## src/rtl/lfsr_gen.sv

```systemverilog
// rtl/lfsr_gen.sv - Fibonacci LFSR with seed load, counted bursts and wrap detection
// Optional all-zero lockup recovery: define LFSR_LOCKUP_RECOVER_EN.
module lfsr_gen #(
  parameter int               WIDTH = 7,
  parameter logic [WIDTH-1:0] TAPS  = 7'h60,
  parameter logic [WIDTH-1:0] SEED  = {{(WIDTH-1){1'b0}}, 1'b1},
  parameter int               CNT_W = 8
) (
  input  logic             clk,
  input  logic             rst,
  input  logic             en,
  input  logic             load,
  input  logic [WIDTH-1:0] seed_in,
  input  logic             start,
  input  logic [CNT_W-1:0] nsteps,
  output logic [WIDTH:1]   data_out,
  output logic             bit_out,
  output logic             busy,
  output logic             done,
  output logic             wrap,
  output logic             lockup
);

  typedef enum logic [1:0] {S_IDLE, S_RUN, S_DONE} state_e;

  state_e           fsm_q;
  logic [WIDTH-1:0] lfsr_q, lfsr_d, stepped;
  logic [CNT_W-1:0] cnt_q;
  logic             busy_q, done_q, wrap_q, lockup_q;
  logic             do_step, recover;

  // Internal bit k-1 holds stage k, so TAPS applies directly as a mask.
  always_comb stepped = {lfsr_q[WIDTH-2:0], ^(lfsr_q & TAPS)};

  always_comb begin
    do_step = 1'b0;
    unique case (fsm_q)
      S_RUN:   do_step = 1'b1;
      S_IDLE:  do_step = en && !(start && (nsteps == '0));
      default: do_step = en;
    endcase
  end

`ifdef LFSR_LOCKUP_RECOVER_EN
  assign recover = (lfsr_q == '0) && !load;
`else
  assign recover = 1'b0;
`endif

  always_comb begin
    lfsr_d = lfsr_q;
    if (load)         lfsr_d = seed_in;
    else if (recover) lfsr_d = SEED;
    else if (do_step) lfsr_d = stepped;
  end

  always_ff @(posedge clk) begin
    if (rst) begin
      lfsr_q   <= SEED;
      fsm_q    <= S_IDLE;
      cnt_q    <= '0;
      busy_q   <= 1'b0;
      done_q   <= 1'b0;
      wrap_q   <= 1'b0;
      lockup_q <= 1'b0;
    end else begin
      lfsr_q   <= lfsr_d;
      wrap_q   <= !load && !recover && do_step && (stepped == SEED);
      lockup_q <= recover;
      busy_q   <= 1'b0;
      done_q   <= 1'b0;
      if (load) begin
        // A load aborts any burst silently: no done pulse.
        fsm_q <= S_IDLE;
        cnt_q <= '0;
      end else begin
        unique case (fsm_q)
          S_IDLE: begin
            if (start) begin
              if (nsteps != '0) begin
                fsm_q  <= S_RUN;
                cnt_q  <= nsteps;
                busy_q <= 1'b1;
              end else begin
                fsm_q  <= S_DONE;
                done_q <= 1'b1;
              end
            end
          end
          S_RUN: begin
            cnt_q <= cnt_q - 1'b1;
            if (cnt_q == CNT_W'(1)) begin
              fsm_q  <= S_DONE;
              done_q <= 1'b1;
            end else begin
              busy_q <= 1'b1;
            end
          end
          default: fsm_q <= S_IDLE;
        endcase
      end
    end
  end

  assign data_out = lfsr_q;
  assign bit_out  = lfsr_q[WIDTH-1];
  assign busy     = busy_q;
  assign done     = done_q;
  assign wrap     = wrap_q;
  assign lockup   = lockup_q;

endmodule

```

## config.mk

```make
export PLATFORM = sky130hd
export DESIGN_NAME = lfsr_gen
export DESIGN_NICKNAME = d
export VERILOG_FILES = /design/src/rtl/lfsr_gen.sv
export SDC_FILE = /design/constraint.sdc
export NUM_CORES = 1
export LEC_CHECK = 0
export CORE_MARGIN = 1.5
export CORE_UTILIZATION = 40
export DETAILED_ROUTE_END_ITERATION = 8
export PLACE_DENSITY = 0.65
export SKIP_LAST_GASP = 1
export SYNTH_ARGS = -nofsm -noshare
export SYNTH_HDL_FRONTEND = slang
export SYNTH_SLANG_ARGS = --single-unit
```

## constraint.sdc

```tcl
create_clock -name clk -period 3.6 [get_ports clk]
set_clock_uncertainty 0.1 [all_clocks]
set_input_delay 0.54 -clock clk [delete_from_list [all_inputs] [get_ports clk]]
set_output_delay 0.54 -clock clk [all_outputs]
set_load 0.01 [all_outputs]
```

==> results.sh, run 1 <==
export IMPL_coreArea_um2=2780
export IMPL_slowest_delay_ps=590
export IMPL_clk_path_buf_depth=2
export IMPL_drt_total_wl_um=2990
export IMPL_portBuffers=30
export IMPL_synth_edf_count=0
export IMPL_syn_to_final_growth_pct=26.3
export IMPL_multi_input_area_um2=697
export IMPL_fin_crit_sh=0.632
export IMPL_whs_path_depth=2
export IMPL_cts_hold_buf=0
export IMPL_synthTopCellsByArea="dfxtp_1 (34%), a221oi_2 (7.6%), a31oi_1 (5.8%), nor2_1 (3.8%), inv_1 (3.5%)"
export IMPL_status="complete, no violations"
export IMPL_avgSynthCellArea_um2=8.48
export IMPL_yosys_top_cells_count="dfxtp_1 (20), nor2_1 (12), a31oi_1 (11), inv_1 (11), o21ai_1 (8)"
export IMPL_first_pass_iters=4
export IMPL_ys_warn_count=0
export IMPL_cts_tree="built"
export IMPL_synth_top_area_frac=0.337
export IMPL_vdd_drop_max_mv=0.211
export IMPL_grt_ovfl_total=0
export IMPL_rsz0062_at_grt="false"
export IMPL_rows=19
export IMPL_cts_setup_buffers=0
export IMPL_dieArea_um2=3300
export IMPL_seqCellArea_um2=400
export IMPL_start_util=0.427
export IMPL_fin_nets=187
export IMPL_post_place_ws_ps=1010
export IMPL_cts_made_buffers=3
export IMPL_ys_flop_type="dfxtp_1"
export IMPL_finalSetupTns_ps=0
export IMPL_fillers=275
export IMPL_final_layout_size_suffix_gt1_frac=0.0859
export IMPL_layout_min_cycle_time_ps=2280
export IMPL_cp_arrival_ps=2400
export IMPL_grtUsageTotal=0.184
export IMPL_slowest_stage="or4_4"
export IMPL_io_pins=32
export IMPL_clk_latency_ps=300
export IMPL_p_per_area_nw_per_um2=321
export IMPL_crit_path_end_kind="flop"
export IMPL_synth_area_um2=1190
export IMPL_root_buffer="clkbuf_4"
export IMPL_gp_congestion=0.834
export IMPL_crit_fanout=7
export IMPL_grt_start_max_net_pins=28
export IMPL_hold_viol_final=0
export IMPL_cts_sink_count=20
export IMPL_clkTransAtPathRegs_ps=120
export IMPL_cts_resized_gates=0
export IMPL_wl_per_cell_um=15.4
export IMPL_cp_start_kind="primary input"
export IMPL_synthDistinctLibCells=41
export IMPL_synth_most_common_cell="dfxtp_1"
export IMPL_antenna_found_initial=0
export IMPL_viasPerCell=6.14
export IMPL_drcViolationCount=0
export IMPL_syn_inst=140
export IMPL_hold_path_class="reg -> reg"
export IMPL_fmax_ghz=0.440
export IMPL_path_cells="clkdlybuf4s50_1, or4_4, o31ai_4, a31oi_1, a221oi_2"
export IMPL_ant_nets=0
export IMPL_path_delay_family="compound AO/OA/AOI/OAI gates"
export IMPL_path_class="in -> reg"
export IMPL_yosys_area_top_type="dfxtp_1"
export IMPL_worst_pin_slew_ps=973
export IMPL_setup_viol=0
export IMPL_synth_seq_area_share=0.337
export IMPL_grt_pass1_vias=1043
export IMPL_required_ps=3720
export IMPL_r2r_cells=3
export IMPL_die_w_um=57.5
export IMPL_synth_seq_cells=20
export IMPL_path_depth=5
export IMPL_antenna_cells=0
export IMPL_max_cap_viol_count=0
export IMPL_grt_first_pass_wirelength_um=4780
export IMPL_final_max_slew_viol_count=0
export IMPL_cts_htree_levels=1
export IMPL_path_buf_inv=1
export IMPL_synth_async_sr_flop_share=0
export IMPL_drtIter0Drc=37
export IMPL_dp_hpwl_um=2110
export IMPL_dieHeight_um=57.5
export IMPL_dr_total_vias=1192
export IMPL_syn_nets=162
export IMPL_p_leak_nw=0.516
export IMPL_layout_setup_ws_ps=1320
export IMPL_max_slew_margin=0.350
[cells by family (layout without fill, tap and decap cells)]
| family | Yosys count | after routing | share of synthesized area |
|---|---|---|---|
| compound gates | 53 | 53 | 0.361 |
| xor+xnor | 1 | 1 | 0.00738 |
| fa+ha+maj | 2 | 2 | 0.0211 |
| buf+inv | 21 | 44 | 0.0759 |
| flops | 20 | 20 | 0.337 |
| mux | 1 | 1 | 0.00843 |
| other cells | 1 | 1 | 0.00316 |
| simple gates | 41 | 41 | 0.185 |
[metrics by stage]
step / hold WS, ps / power, mW / area, um^2 / util / instances
global route: 434 / 0.509 / 1500 / 0.539 / 194
floorplan: 352 / 0.325 / 1190 / - / 140
detailed placement: 380 / 0.377 / 1480 / 0.531 / 191
finish: 405 / 0.482 / 1500 / 0.539 / 194
global placement: 375 / 0.375 / 1480 / 0.531 / 191
CTS: 403 / 0.484 / 1500 / 0.539 / 194
[power breakdown]
group	total [mW]	switching, mW	internal, mW
registers	0.247	0.0135	0.233
clock network	0.110	0.0708	0.0390
logic	0.126	0.0627	0.0628
[area by class of cell]
class                           count  area share
Multi-Input combinational cell     99       0.465
Clock buffer                        3      0.0150
Timing Repair Buffer               30       0.200
Inverter                           11      0.0275
Tap cell                           31      0.0259
Sequential cell                    20       0.267
[state kept, by name (all words and copies together) (netlist names)]
signal,flops
fsm_q,2
done,1
wrap,1
data_out,7
cnt_q,8
busy,1
[final timing paths]
| kind | to | startpoint | slack, ps |
|---|---|---|---|
| worst min-delay path | cnt_q[6]$_SDFFE_PP0P_ | cnt_q[6]$_SDFFE_PP0P_ | 410 |
| worst max register to register | fsm_q[1]$_SDFFE_PP0P_ | fsm_q[1]$_SDFFE_PP0P_ | 1560 |
| worst max-delay path | data_out[6]$_SDFFE_PP0P_ | nsteps[5] | 1320 |
| worst min register to register | cnt_q[6]$_SDFFE_PP0P_ | cnt_q[6]$_SDFFE_PP0P_ | 410 |
[worst min-delay path, delay by kind of cell, from the launching register on]
family          cells  cell delay, ps
simple gates        1              60
flops               1             350
compound gates      1              60
[layer usage]
| layer | vias up | GRT usage | routed length (um) |
|---|---|---|---|
| met4 | 0 | 0.0864 | 40 |
| met3 | 6 | 0.0408 | 188 |
| met1 | 561 | 0.246 | 1370 |
| li1 | 575 | - | - |
| met2 | 50 | 0.281 | 1390 |
| met5 | - | 0 | 0 |
[cells in the final DEF (no fill, tap or decap), types with 3 or more instances in the layout]
master / Yosys / routed
a211oi_1: 3 / 3
dfxtp_1: 20 / 20
nand2_1: 6 / 6
a21oi_1: 7 / 7
inv_1: 11 / 11
o32ai_1: 4 / 4
clkdlybuf4s50_1: 0 / 30
o21ai_1: 8 / 8
a31oi_1: 11 / 11
nor3_1: 3 / 3
a221oi_2: 6 / 6
nor2_1: 12 / 12
clkbuf_4: 0 / 3
nand3_1: 4 / 4
Note: power is estimated with default switching activity, not from simulation.
==> inputs of run 2 (changes only) <==
clock period = 2.18 ns   (was 3.6 ns; I/O delays follow)
==> run 2 against run 1 <==
Compared with the run above: flip-flop and latch count stayed put; total power is 99% higher; utilization is 5.6 points higher; die area stayed put; hold slack better by 7.7 ps; design area is 10% higher; sequential power is 65% higher; non-clock buffer count is 15 higher; count of clock-buffer cells in the layout stayed put; routed wire length is 9.7% higher; clock power grew to 2.9 times the previous value; register-to-register slack worse by 1100 ps; critical path type unchanged; highest routed layer unchanged.
==> results.sh, run 2 (synthesis results as in run 1) <==
export IMPL_r2r_cells=4
export IMPL_layout_min_cycle_time_ps=2020
export IMPL_rsz0062_at_grt="false"
export IMPL_worst_pin_slew_ps=560
export IMPL_dieArea_um2=3300
export IMPL_min_from="cnt_q[3]$_SDFFE_PP0P_"
export IMPL_cts_made_buffers=3
export IMPL_clkTransAtPathRegs_ps=130
export IMPL_max_cap_viol_count=0
export IMPL_post_dp_cell_area_um2=1600
export IMPL_dr_total_vias=1279
export IMPL_final_max_slew_viol_count=0
export IMPL_design_area_um2=1660
export IMPL_viasPerCell=6.09
export IMPL_cts_hold_buf=0
export IMPL_setup_viol=0
export IMPL_io_pins=32
export IMPL_cts_resized_gates=0
export IMPL_p_per_area_nw_per_um2=581
export IMPL_vdd_drop_max_mv=0.565
export IMPL_final_layout_size_suffix_gt1_frac=0.168
export IMPL_p_leak_nw=0.607
export IMPL_max_slew_margin=0.626
export IMPL_final_common_cell="clkdlybuf4s50_1"
export IMPL_grt_pass1_vias=1234
export IMPL_wl_per_cell_um=15.6
export IMPL_slowest_delay_ps=600
export IMPL_rows=19
export IMPL_path_class="in -> reg"
export IMPL_largest_reg_flops=8
export IMPL_start_util=0.427
export IMPL_cp_arrival_ps=2160
export IMPL_grt_first_pass_wirelength_um=5460
export IMPL_crit_fanout=7
export IMPL_grtUsageTotal=0.214
export IMPL_antenna_cells=0
export IMPL_clk_path_buf_depth=2
export IMPL_whs_path_depth=2
export IMPL_required_ps=2320
export IMPL_die_w_um=57.5
export IMPL_dieHeight_um=57.5
export IMPL_hold_end="cnt_q[3]$_SDFFE_PP0P_"
export IMPL_cp_start_kind="primary input"
export IMPL_drcViolationCount=0
export IMPL_first_pass_iters=4
export IMPL_ant_nets=0
export IMPL_drtIter0Drc=35
export IMPL_cts_sink_count=20
export IMPL_dp_hpwl_um=2410
export IMPL_fillers=242
export IMPL_portBuffers=30
export IMPL_cts_tree="built"
export IMPL_cp_startpoint="nsteps[2]"
export IMPL_r2r_end="data_out[7]$_SDFFE_PP0P_"
export IMPL_power_uw=962
export IMPL_post_place_ws_ps=-160
export IMPL_hold_path_class="reg -> reg"
export IMPL_finalSetupTns_ps=0
export IMPL_drt_total_wl_um=3280
export IMPL_syn_to_final_growth_pct=39.4
export IMPL_fin_crit_sh=0.927
export IMPL_clk_latency_ps=310
export IMPL_layout_common_cells="clkdlybuf4s50_1 (30), dfxtp_1 (20), buf_4 (14), nor2_1 (12)"
export IMPL_gp_congestion=0.867
export IMPL_crit_path_end_kind="flop"
export IMPL_cts_setup_buffers=0
export IMPL_fin_nets=202
export IMPL_root_buffer="clkbuf_4"
export IMPL_grt_ovfl_total=0
export IMPL_path_cells="clkdlybuf4s50_1, or4_4, o31ai_4, a31oi_1, a221oi_2"
export IMPL_regMostFlops="cnt_q"
export IMPL_cts_htree_levels=1
export IMPL_coreArea_um2=2780
export IMPL_antenna_found_initial=0
export IMPL_fmax_ghz=0.495
export IMPL_status="complete, no violations"
export IMPL_reg2reg_slack_ps=420
export IMPL_hold_viol_final=0
export IMPL_slowest_stage="or4_4"
export IMPL_r2r_start="fsm_q[0]$_SDFFE_PP0P_"
export IMPL_layout_setup_ws_ps=159
export IMPL_grt_start_max_net_pins=15
-- run 2: changes by cell type in the layout (fill, tap and decap cells not counted) --
cell	delta
buf_4	+14
bufinv_16	+1
buf_12	+1
-- run 2: power breakdown --
part	switching (mW)	internal, mW	total, mW
clock	0.130	0.186	0.316
combinational	0.112	0.126	0.238
sequential	0.0225	0.386	0.408
-- run 2: cell type report --
class / count / area (um^2) / share of cell area
multi-input cells: 99 / 697 / 0.421
repair buffers: 45 / 425 / 0.257
flip-flops and latches: 20 / 400 / 0.242
inverters: 11 / 41.3 / 0.0249
well taps: 31 / 38.8 / 0.0234
clock inverters: 1 / 30.0 / 0.0181
clock buffers: 3 / 22.5 / 0.0136
-- run 2: routing by layer --
| metal | vias up | part of all wire | global-route usage | wire, um |
|---|---|---|---|---|
| met1 | 616 | 0.44 | 0.267 | 1450 |
| met5 | - | 0 | 0 | 0 |
| li1 | 609 | - | - | - |
| met2 | 43 | 0.48 | 0.356 | 1570 |
| met3 | 11 | 0.055 | 0.0340 | 182 |
| met4 | 0 | 0.026 | 0.110 | 84 |
-- run 2: worst max-delay path by stage --
| stage | endpoint | slack, ps | depth (start not counted) |
|---|---|---|---|
| after CTS | data_out[6]$_SDFFE_PP0P_ | 180 | 5 |
| after global routing | data_out[5]$_SDFFE_PP0P_ | 90 | 5 |
| after floorplan | data_out[6]$_SDFFE_PP0P_ | 390 | 4 |
| after global placement | data_out[4]$_SDFFE_PP0P_ | -130 | 5 |
| after detailed placement | data_out[7]$_SDFFE_PP0P_ | -160 | 5 |
| final | data_out[7]$_SDFFE_PP0P_ | 160 | 5 |
-- run 2: per-stage QoR --
step	util	hold slack (ps)	instances
2_1_floorplan	-	352	140
3_3_place_gp	0.576	377	206
3_5_place_dp	0.576	395	206
4_1_cts	0.595	412	210
5_1_grt	0.595	453	210
6_report	0.595	413	210
-- run 2: critical path, delay by kind of cell --
family                 cells  cell delay [ps]
AOI/OAI and AO/OA          3              820
buffers and inverters      1              420
and+or+nand+nor            1              600
==> inputs of run 3 (changes only) <==
CTS_CLUSTER_DIAMETER = 50   (was not set)
==> results of run 3 <==
Same layout as run 2: the final DEF is identical, and so are final timing and power.
